<file path="src/rtl/dram_refresh_pkg.sv">
// Shared encodings and defaults for the DRAM refresh path.
package dram_refresh_pkg;

  localparam logic [1:0] REF_IDLE  = 2'd0;
  localparam logic [1:0] REF_REQ_S = 2'd1;
  localparam logic [1:0] REF_BUSY  = 2'd2;

  // 64 ms / 4096 rows at 25 MHz
  localparam int REF_INTERVAL_25MHZ = 390;

endpackage

</file>
<file path="src/rtl/refresh_tick_gen.sv">
// Interval timer: emits a one-cycle TICK every INTERVAL enabled cycles.
// Combinational TICK; timer freezes while ENABLE is low.
module refresh_tick_gen
  import dram_refresh_pkg::*;
#(
  parameter int INTERVAL    = REF_INTERVAL_25MHZ,
  parameter int TIMER_WIDTH = 9
) (
  input  logic CLK,
  input  logic RESET,
  input  logic ENABLE,
  output logic TICK
);

  logic [TIMER_WIDTH-1:0] timer_q;
  logic [TIMER_WIDTH-1:0] timer_d;

  assign TICK = ENABLE & (timer_q == TIMER_WIDTH'(INTERVAL - 1));

  always_comb begin
    timer_d = timer_q;
    if (TICK) begin
      timer_d = '0;
    end else if (ENABLE) begin
      timer_d = timer_q + TIMER_WIDTH'(1);
    end
  end

  always_ff @(posedge CLK) begin
    if (RESET) begin
      timer_q <= '0;
    end else begin
      timer_q <= timer_d;
    end
  end

endmodule

</file>
<file path="src/rtl/refresh_scheduler.sv">
// Refresh scheduler: tracks refresh debt and hands it to the controller via REQ/ACK/DONE.
// REQ rises one edge after debt appears; ACK decrements debt on the accepting edge.
module refresh_scheduler
  import dram_refresh_pkg::*;
#(
  parameter int INTERVAL     = REF_INTERVAL_25MHZ,
  parameter int TIMER_WIDTH  = 9,
  parameter int PEND_WIDTH   = 4,
  parameter int URGENT_LEVEL = 8
) (
  input  logic                  CLK,
  input  logic                  RESET,
  input  logic                  ENABLE,
  input  logic                  REF_ACK,
  input  logic                  REF_DONE,
  output logic                  REF_REQ,
  output logic                  REF_URGENT,
  output logic [PEND_WIDTH-1:0] PENDING,
  output logic                  OVERFLOW
);

  localparam logic [PEND_WIDTH-1:0] MAXP = '1;

  logic                  tick;
  logic                  dec;
  logic [1:0]            state_q, state_d;
  logic [PEND_WIDTH-1:0] pend_q, pend_d;
  logic                  ovf_q, ovf_d;

  refresh_tick_gen #(
    .INTERVAL    (INTERVAL),
    .TIMER_WIDTH (TIMER_WIDTH)
  ) u_tick_gen (
    .CLK    (CLK),
    .RESET  (RESET),
    .ENABLE (ENABLE),
    .TICK   (tick)
  );

  assign dec = (state_q == REF_REQ_S) & REF_ACK;

  // A tick that lands at saturation is lost and flagged; REQ is only entered
  // with nonzero debt, so the decrement can never underflow.
  always_comb begin
    pend_d = pend_q;
    ovf_d  = ovf_q;
    if (tick && !dec) begin
      if (pend_q == MAXP) begin
        ovf_d = 1'b1;
      end else begin
        pend_d = pend_q + PEND_WIDTH'(1);
      end
    end else if (dec && !tick) begin
      pend_d = pend_q - PEND_WIDTH'(1);
    end
  end

  always_comb begin
    state_d = state_q;
    case (state_q)
      REF_IDLE:  if (pend_q != '0) state_d = REF_REQ_S;
      REF_REQ_S: if (REF_ACK)      state_d = REF_BUSY;
      REF_BUSY:  if (REF_DONE)     state_d = REF_IDLE;
      default:                     state_d = REF_IDLE;
    endcase
  end

  always_ff @(posedge CLK) begin
    if (RESET) begin
      state_q <= REF_IDLE;
      pend_q  <= '0;
      ovf_q   <= 1'b0;
    end else begin
      state_q <= state_d;
      pend_q  <= pend_d;
      ovf_q   <= ovf_d;
    end
  end

  assign REF_REQ    = (state_q == REF_REQ_S);
  assign REF_URGENT = (pend_q >= PEND_WIDTH'(URGENT_LEVEL));
  assign PENDING    = pend_q;
  assign OVERFLOW   = ovf_q;

endmodule

</file>
<file path="config.mk">
export PLATFORM = sky130hd
export DESIGN_NAME = refresh_scheduler
export DESIGN_NICKNAME = d
export VERILOG_FILES = /design/src/rtl/dram_refresh_pkg.sv /design/src/rtl/refresh_tick_gen.sv /design/src/rtl/refresh_scheduler.sv
export SDC_FILE = /design/constraint.sdc
export NUM_CORES = 1
export LEC_CHECK = 0
export BUFFER_PORTS_ARGS = -buffer_cell sky130_fd_sc_hd__clkbuf_2
export CAP_MARGIN = 10
export CORE_UTILIZATION = 54
export DETAILED_ROUTE_END_ITERATION = 16
export PLACE_DENSITY = 0.85
export REMOVE_ABC_BUFFERS = 1
export SLEW_MARGIN = 20
export SYNTH_ARGS = -nofsm -noshare
export SYNTH_HDL_FRONTEND = slang
export SYNTH_SLANG_ARGS = --single-unit
</file>
<file path="constraint.sdc">
create_clock -name CLK -period 2.62 [get_ports CLK]
set_clock_uncertainty 0.15 [all_clocks]
set_input_delay 0.393 -clock CLK [delete_from_list [all_inputs] [get_ports CLK]]
set_output_delay 0.393 -clock CLK [all_outputs]
set_load 0.1 [all_outputs]
</file>
## Word level (Yosys, flattened, before mapping)

Index checks and enable logic that the tools add are counted.

- Bits in registers: 16
- Output and inout port bits: 7
- Word-level logic and storage cells: 36

- $add $sub $neg: 3
- Magnitude comparators: 1
- Equality and inequality tests: 8
- Muxes and demuxes: 7
- Bitwise operators: 2
- Reductions and logical operators: 11

Operators with widths:

| kind | number |
|---|---|
| 4-bit 2-to-1 mux | 3 |
| 9-bit by 1-bit adder with 9-bit output, second input constant | 1 |
| 9-bit == test, second input constant | 1 |
| 2-bit inequality test, second input constant | 4 |
| 2-bit 2-to-1 mux | 3 |
| 2-bit one-hot mux with 3 select lines | 1 |
| 4-bit by 1-bit adder with 4-bit output, second input constant | 1 |
| 4-bit == test, second input constant | 1 |
| 4-bit >= comparator, second input constant | 1 |
| 2-bit AND reduction | 2 |
| 4-bit nonzero test | 1 |
| 4-bit by 1-bit subtractor with 4-bit output, second input constant | 1 |
| 3-bit AND reduction | 1 |
| 1-bit AND | 2 |
| 2-bit by 1-bit == test with 1-bit output, second input constant | 1 |
| 2-bit == test, second input constant | 1 |
| 1-bit logical AND | 2 |
| 1-bit logical NOT | 2 |
| 2-bit logical NOT | 1 |
| 2-bit nonzero test | 1 |
| 2-bit OR reduction | 1 |

## Longest topological paths before layout

Gate-level depths: netlist of the first run.

- Word-level depth: 6
- Gate-level depth with buffers: 9
- Mapped depth without buffers: 9

## By module

A second synthesis of the first run with hierarchy kept.

- Cell total of the unflattened synthesis: 94
- Area, all modules: 880.8 um^2

By module, submodules not included:

| module | times used | cells an instance | area an instance (um^2) | sequential area each (um^2) |
|---|---|---|---|---|
| refresh_tick_gen | 1 | 49 | 441.7 | 180.2 |
| refresh_scheduler | 1 | 45 | 439.2 | 140.1 |

## Worst setup path before layout of the first run

OpenSTA, ideal clock, no wires.

- Path kind: flip-flop to output port
- Start: register pend_q[3], in the netlist PENDING[3]
- End: output REF_URGENT
- Arrival time: 1894 ps
- Data required time: 2077 ps
- Setup slack: 183 ps
- Stages on the path, launching flop included: 2
- Path buffers: 1
- Path through: dfxtp_1 clkbuf_1

- Cells in the longest elaborated chain, start to end: 1

Ends and longest elaborated chain:

| item | line | RTL |
|---|---|---|
| from (decl) | refresh_scheduler.sv:27 | `logic [PEND_WIDTH-1:0] pend_q, pend_d;` |
| from (signal assigned) | refresh_scheduler.sv:75 | `pend_q <= pend_d;` |
| 4-bit >= comparator | refresh_scheduler.sv:81 | `assign REF_URGENT = (pend_q >= PEND_WIDTH'(URGENT_LEVEL));` |
| to (decl) | refresh_scheduler.sv:17 | `output logic REF_URGENT,` |

No other way between the ends.

## Final worst setup path of the first run

- Start: register u_tick_gen.timer_q[0]
- End: register pend_q[3], in the netlist PENDING[3]

- Cells in the longest elaborated chain, start to end: 6

Ends and longest elaborated chain:

| item | line | RTL |
|---|---|---|
| from (decl) | refresh_tick_gen.sv:15 | `logic [TIMER_WIDTH-1:0] timer_q;` |
| from (signal assigned) | refresh_tick_gen.sv:33 | `timer_q <= timer_d;` |
| 9-bit == test (*) | refresh_tick_gen.sv:18 | `assign TICK = ENABLE & (timer_q == TIMER_WIDTH'(INTERVAL - 1));` |
| 1-bit AND (*) | refresh_tick_gen.sv:18 |  |
| 1-bit logical NOT | refresh_scheduler.sv:53 | `end else if (dec && !tick) begin` |
| 1-bit logical AND | refresh_scheduler.sv:53 |  |
| 2-bit nonzero test (no source line) | n/a |  |
| 2-bit AND reduction (no source line) | n/a |  |

Mark *: on every way between the ends. The rest lies on a longest branch, timed or not.
A chain may end at the register's enable or synchronous reset.

==> results of run 1 <==
-- power groups by stage --
stage	Combinational (mW)	Sequential, mW	Clock, mW
after floorplan	0.175	0.412	0
after global placement	0.329	0.306	0
after detailed placement	0.340	0.308	0
after CTS	0.342	0.303	0.131
after global routing	0.368	0.312	0.137
final	0.350	0.304	0.129
-- critical path, cell delays in order (launching register included) --
cell	delay [ns]
dfxtp_2	0.37
ha_1	0.14
and4b_1	0.21
nand4b_1	0.23
ha_1	0.37
nand3_1	0.11
a211o_1	0.28
mux2i_1	0.16
mux2_2	0.35
-- sequential cells by signal, indices dropped and copies added (netlist names) --
name	count
state_q	2
PENDING	4
u_tick_gen.timer_q	9
OVERFLOW	1
-- cell families after synthesis --
logic type	count (synthesis)
AND/OR/NAND/NOR	44
multiplexers	5
flip-flops	16
XOR/XNOR	8
adder cells (fa/ha/maj)	5
buffers and inverters	5
AO/OA/AOI/OAI	9
-- final cells by class --
type	count	area (um^2)	share of cell area, %
multi-input combinational	71	532	53.5
timing repair buffer	16	92.6	9.32
tap	16	20.0	2.02
inverter	1	3.75	0.378
clock buffer	3	22.5	2.27
sequential	16	323	32.5
-- per-layer routing --
layer,track usage [%],up-vias
li1,-,353
met5,0,-
met4,11.9,0
met3,5.17,7
met1,26.4,321
met2,32.8,14
-- path summary, 6_finish.rpt --
path	startpoint	to	slack, ns	cells past startpoint
max	u_tick_gen.timer_q[0]$_SDFFE_PP0P_	PENDING[3]$_SDFFE_PP0P_	0.15	8
min reg2reg	OVERFLOW$_SDFFE_PP0P_	OVERFLOW$_SDFFE_PP0P_	0.33	2
max reg2reg	u_tick_gen.timer_q[0]$_SDFFE_PP0P_	PENDING[3]$_SDFFE_PP0P_	0.15	8
min	REF_ACK	state_q[0]$_SDFFE_PP0P_	0.17	2
-- cell usage after synthesis --
master | number | share of area (%)
and3b_1 | 1 | 1.0
and3_1 | 1 | 0.72
mux2i_1 | 2 | 2.3
nor2_1 | 17 | 7.3
nand2_1 | 4 | 1.7
o21ai_0 | 1 | 0.57
clkbuf_1 | 2 | 0.86
a2111oi_0 | 1 | 1.0
inv_1 | 1 | 0.43
o22a_4 | 1 | 2.0
nor3_2 | 1 | 1.2
or2_1 | 1 | 0.72
fa_1 | 1 | 2.3
ha_1 | 4 | 5.8
nand3_1 | 2 | 1.2
nand4b_1 | 1 | 1.0
or3_1 | 1 | 0.72
xnor2_1 | 4 | 4.0
xor2_1 | 4 | 4.0
buf_6 | 1 | 1.3
and4b_1 | 1 | 1.2
mux2_2 | 1 | 1.3
nor2b_1 | 4 | 2.9
a211oi_2 | 1 | 1.4
or4_1 | 1 | 0.86
a211o_1 | 1 | 1.0
dfxtp_1 | 16 | 37
and3b_4 | 1 | 1.4
a31oi_1 | 1 | 0.72
buf_4 | 1 | 0.86
mux2_4 | 2 | 3.5
nand3b_1 | 1 | 0.86
nand2b_1 | 2 | 1.4
a21oi_1 | 3 | 1.7
and4_1 | 1 | 1.0
nand4_1 | 4 | 2.9
-- repair_timing --
| action | in CTS | in global routing |
|---|---|---|
| resized for setup | 0 | 3 |
| setup endpoints to repair | 0 | 1 |
| setup buffers | 0 | 4 |
-- layout by cell type (no fill, tap or decap), types with 3 or more instances in the layout --
cell	synthesis	layout
a21oi_1	3	3
buf_4	1	5
clkbuf_2	0	11
clkbuf_4	0	3
dfxtp_1	16	14
ha_1	4	3
nand2_1	4	4
nand4_1	4	4
nor2_1	17	17
nor2b_1	4	4
xnor2_1	4	4
xor2_1	4	4
==> results by group, run 1 <==
Run status
  • Status: finished, final reports clean

Yosys
  • Yosys cell types: 36
  • Largest family of logic cells by synthesized area: simple AND/OR/NAND/NOR gates
  • Mean Syn Cell Area: 9.45 um^2
  • Post-synthesis mux area share: 7.05%
  • Xor/xnor share of the synthesized area: around 8.1%
  • Cell area after synthesis: a little under 900 um^2
  • Cells after synthesis: 92
  • Synth Warn #: 0
  • Sequential share of the synthesized area: 36.8%
  • Synth Area in Simple Gates: 28.1%
  • Synth Area in Adders: 8.06%
  • Yosys reg bits: 16
  • Synth Area in Compound Gates: 8.49%

Job
  • Max Cap Viol: 0

Global route
  • Vias in the first global route: approximately 640
  • Largest net degree at the start of global routing: 15
  • GR Overflow Total: 0
  • Total track usage: 21.0%
  • First-pass GRT wire length: ~2800 um
  • Initial antenna violation count: 0

Min path
  • Worst Hold Class: primary input to register

Final layout
  • Share of post-route cells with drive strength above 1: 27.1%
  • Layout area overhead: 14.2%
  • Final instance area: 993 um^2
  • Final core utilization: 65.9%
  • Final non-filler cell total: 123
  • # fillers: 120
  • Nets: 119
  • ANT cells: 0

Drt
  • Met1 WL: 817 um
  • Via/cell ratio: 5.65
  • DR WL/cell: between 10 and 15 um
  • Met3 wire length: 51 um
  • Vias: between 600 and 700
  • DRT iter0 DRCs: 12
  • Detailed-route DRC error count: 0
  • Met2 Wirelength: 742 um
  • DR pass1 iterations: 4
  • Final ANT Viol Nets: 0
  • Final wirelength: 1670 um
  • Top Layer Used: met4

Floorplan
  • Die width: 42.1 um
  • Core area: 0.00151 mm^2
  • Row count: 14
  • Starting Density: 57.7%
  • I/O pins: 12
  • Die area: 0.00177 mm^2
  • Die H: 42.1 um

Placement
  • DP Area: 926 um^2
  • Pre-CTS setup slack: 0.0426 ns
  • Port Buf Inserts: 11
  • Placed Cells: 116
  • GP Congestion: 0.804
  • DP HPWL: between 1000 and 1500 um

Power
  • Leakage: ~0.41 nW
  • P per Cell Area: roughly 800 mW/mm^2
  • Max VDD drop: 756 uV
  • P_sw: between 300 and 400 uW
  • Internal power: 429 uW
  • Register share of total power: 38.8%
  • Tot Pwr: 784 uW
  • Switching Share: 45.3%
  • Combinational power share: 44.7%
  • Power share of the clock group: ~17%

STA
  • Final Hold Fails: 0
  • Fin Hold WS: 0.172 ns
  • Setup-failing EPs final: 0
  • Fmax: 0.405 GHz
  • Total negative setup slack: 0 ns
  • RSZ-0062 raised after global routing: false
  • Minimum clock period: 2.47 ns
  • Worst-Margin Slew: 0.540 ns
  • Max-Slew Margin vs Limit: 64.1%
  • Setup WS post-layout: about 0.15 ns
  • Final period util: between 90 and 100%
  • Slew Viols, Final: 0

Clock network
  • Maximum root-to-sink buffer count: 2
  • Reg clk slew, reported paths: 0.09 ns
  • CTS buffer count: 3
  • Post-CTS Hold Buffers: 0
  • Clock insertion delay at the later pin of the skew report: 0.29 ns
  • CTS HTree Levels: 1
  • Clock Sinks: 16
  • Root buf cell: clkbuf_4
  • CTS tree: yes

Setup path
  • Crit path max fanout: 4
  • Critical path endpoint category: register
  • Data arrival, critical path: between 2 and 3 ns
  • Crit path required time: between 2 and 3 ns
  • Crit Path Category: register to register
  • CP startpoint kind: register
Note: power is estimated with default switching activity, not from simulation.
==> inputs of run 2 (changes only) <==
ABC_AREA = 1   (was not set)
CORE_UTILIZATION = 55   (was 54)
PLACE_DENSITY = 0.86   (was 0.85)
==> results by group, run 2 <==
Run status
  • Status: finished, final reports clean (unchanged)

Yosys
  • Cells after synthesis: 117 (was 92)
  • Yosys reg bits: 16 (unchanged)
  • Top cells by count, synth: 18 x inv_1, 16 x dfxtp_1, 15 x nor2_1 (was 17 x nor2_1, 16 x dfxtp_1)
  • Top FF cell, synth: dfxtp_1 (unchanged)
  • Most frequent cell after synthesis: inv_1 (was nor2_1)
  • Area leader, netlist: dfxtp_1 (unchanged)
  • Cell area after synthesis: 912 um^2 (was 870 um^2)
  • Synth Warn #: 0 (unchanged)
  • Post-synth EDFFs: 0 (unchanged)
  • Post-synth ARST share: 0% (unchanged)
  • Synth area leaders: dfxtp_1 35%, inv_1 7.4%, nor2_1 6.2% (was dfxtp_1 37%, nor2_1 7.3%, ha_1 5.8%)
  • Sequential share of the synthesized area: 35.1% (was 36.8%)
  • Area share of the largest cell type after synthesis: 35.1% (was 36.8%)
  • Yosys cell types: 27 (was 36)
  • Mean Syn Cell Area: 7.80 um^2 (was 9.45 um^2)

Clock network
  • Maximum root-to-sink buffer count: 2 (unchanged)
  • Resized Gates After CTS: 0 (unchanged)
  • Reg clk slew, reported paths: 0.10 ns (was 0.09 ns)
  • Clock Sinks: 16 (unchanged)
  • Root buf cell: clkbuf_4 (unchanged)
  • Clock insertion delay at the later pin of the skew report: 0.29 ns (about the same)
  • CTS tree: yes (unchanged)
  • CTS HTree Levels: 1 (unchanged)
  • CTS buffer count: 3 (unchanged)
  • Post-CTS Hold Buffers: 0 (unchanged)
  • Post-CTS setup buffer count: 0 (unchanged)

Power
  • Register share of total power: 38.4% (was 38.8%)
  • Max VDD drop: 565 uV (was 756 uV)
  • Switching Share: 44.9% (was 45.3%)
  • Internal power: 429 uW (about the same)
  • P_sw: 350 uW (was 355 uW)
  • P per Cell Area: 764 mW/mm^2 (was 789 mW/mm^2)
  • Leakage: 0.409 nW (was 0.412 nW)
  • Combinational power share: 40.1% (was 44.7%)
  • Power share of the clock group: 21.5% (was 16.5%)

Min path
  • Worst Hold Class: primary input to register (unchanged)
  • Hold_sp: RESET (was REF_ACK)

Final layout
  • ANT cells: 0 (unchanged)
  • Nets: 142 (was 119)
  • Share of post-route cells with drive strength above 1: 27.5% (was 27.1%)
  • Final instance area: 0.00102 mm^2 (was 993 um^2)
  • Commonest non-fill, non-tap cell in the layout: inv_1 (was nor2_1)
  • Top reg by flops: u_tick_gen.timer_q (unchanged)
  • Commonest non-fill, non-tap cells in the layout: 18 x inv_1, 16 x dfxtp_1, 15 x nor2_1 (was 17 x nor2_1, 14 x dfxtp_1, 11 x clkbuf_2)
  • Layout area overhead: 11.8% (was 14.2%)
  • Number of flip-flops in the largest register: 9 (unchanged)

Placement
  • Port Buf Inserts: 11 (unchanged)
  • GP Congestion: 0.776 (was 0.804)
  • DP Area: 983 um^2 (was 926 um^2)
  • DP HPWL: 1220 um (was 1210 um)

Drt
  • DR WL/cell: 10.5 um (was 13.5 um)
  • Final ANT Viol Nets: 0 (unchanged)
  • Vias: 763 (was 695)
  • DRT iter0 DRCs: 17 (was 12)
  • Final wirelength: 1540 um (was 1670 um)
  • Detailed-route DRC error count: 0 (unchanged)
  • Via/cell ratio: 5.19 (was 5.65)
  • DR pass1 iterations: 4 (unchanged)

Setup path
  • Critical path endpoint category: register (unchanged)
  • Flop2flop setup slack: 0.41 ns (was 0.15 ns)
  • Crit path max fanout: 4 (unchanged)
  • Data arrival, critical path: 2.25 ns (was 2.51 ns)
  • CP startpoint: u_tick_gen.timer_q[0]$_SDFFE_PP0P_ (unchanged)
  • Crit Path Category: register to register (unchanged)
  • Reg-to-reg startpoint: u_tick_gen.timer_q[0]$_SDFFE_PP0P_ (unchanged)
  • Crit path required time: 2.66 ns (about the same)
  • CP startpoint kind: register (unchanged)

STA
  • RSZ-0062 raised after global routing: false (unchanged)
  • Fin Hold WS: 0.155 ns (was 0.172 ns)
  • Fmax: 0.453 GHz (was 0.405 GHz)
  • Setup-failing EPs final: 0 (unchanged)
  • Worst-Margin Slew: 0.542 ns (was 0.540 ns)
  • Max-Slew Margin vs Limit: 64.0% (was 64.1%)
  • Minimum clock period: 2.21 ns (was 2.47 ns)
  • Slew Viols, Final: 0 (unchanged)
  • Final Hold Fails: 0 (unchanged)
  • Final period util: 84.3% (was 94.3%)

Global route
  • GR Overflow Total: 0 (unchanged)
  • First-pass GRT wire length: 2750 um (was 2800 um)
  • Vias in the first global route: 702 (was 644)
  • Initial antenna violation count: 0 (unchanged)
  • Total track usage: 19.7% (was 21.0%)
  • Largest net degree at the start of global routing: 10 (was 15)

Floorplan
  • I/O pins: 12 (unchanged)
  • Core area: 0.00152 mm^2 (was 0.00151 mm^2)
  • Die H: 42.7 um (was 42.1 um)
  • Die width: 42.7 um (was 42.1 um)
  • Die area: 0.00183 mm^2 (was 0.00177 mm^2)
  • Row count: 14 (unchanged)
  • Starting Density: 59.9% (was 57.7%)

Job
  • Max Cap Viol: 0 (unchanged)
[run 2: per-stage QoR]
step	power, mW	util, %	instances	setup slack (ns)	TNS (ns)
finish	0.779	66.9	147	0.412	0
global route	0.817	66.9	147	0.251	0
CTS	0.781	66.9	147	0.434	0
detailed placement	0.615	64.5	143	0.446	0
global placement	0.605	64.5	143	0.505	0
floorplan	0.565	-	116	-0.0248	-0.0605
[run 2: kinds of logic after synthesis]
| family | Yosys count | share of synthesized area (%) |
|---|---|---|
| AOI/OAI and AO/OA | 12 | 7.27 |
| xor gates and xnor gates | 4 | 3.84 |
| adders and majority gates | 5 | 7.68 |
| buffers and inverters | 20 | 8.37 |
| DFF | 16 | 35.1 |
| muxes | 1 | 1.10 |
| and+or+nand+nor | 59 | 36.6 |
[run 2: worst max-delay path, stage by stage, from the launching register on]
cell	delay, ns
dfxtp_1	0.41
ha_1	0.18
nand3_1	0.13
nor2_4	0.15
nand2_1	0.13
ha_1	0.35
nand3_1	0.10
nand3_1	0.09
inv_1	0.06
nand3_1	0.09
a21oi_1	0.17
nor2_1	0.07
[run 2: cell type report]
cell class / count / area [um^2]
multi-input cells: 81 / 515
fillers: 133 / 504
flip-flops and latches: 16 / 320
inverters: 19 / 72.6
repair buffers: 11 / 55.1
clock buffers: 4 / 36.3
well taps: 16 / 20.0
[run 2: metal layers]
layer / part of all wire [%] / track usage, %
met5: 0 / 0
met1: 47 / 26.0
met2: 48 / 31.5
met3: 3.6 / 5.11
met4: 1.2 / 5.63
[run 2: final timing paths]
check | endpoint | depth (start not counted)
worst max-delay path | PENDING[3]$_SDFFE_PP0P_ | 11
worst min-delay path | PENDING[1]$_SDFFE_PP0P_ | 2
worst max register to register | PENDING[3]$_SDFFE_PP0P_ | 11
worst min register to register | OVERFLOW$_SDFFE_PP0P_ | 2
[run 2: power by group through the flow]
stage | Clock (mW) | Sequential [mW] | Combinational, mW
6_report | 0.168 | 0.299 | 0.312
5_1_grt | 0.177 | 0.303 | 0.337
4_1_cts | 0.170 | 0.298 | 0.312
3_5_place_dp | 0 | 0.304 | 0.311
3_3_place_gp | 0 | 0.301 | 0.304
2_1_floorplan | 0 | 0.436 | 0.129
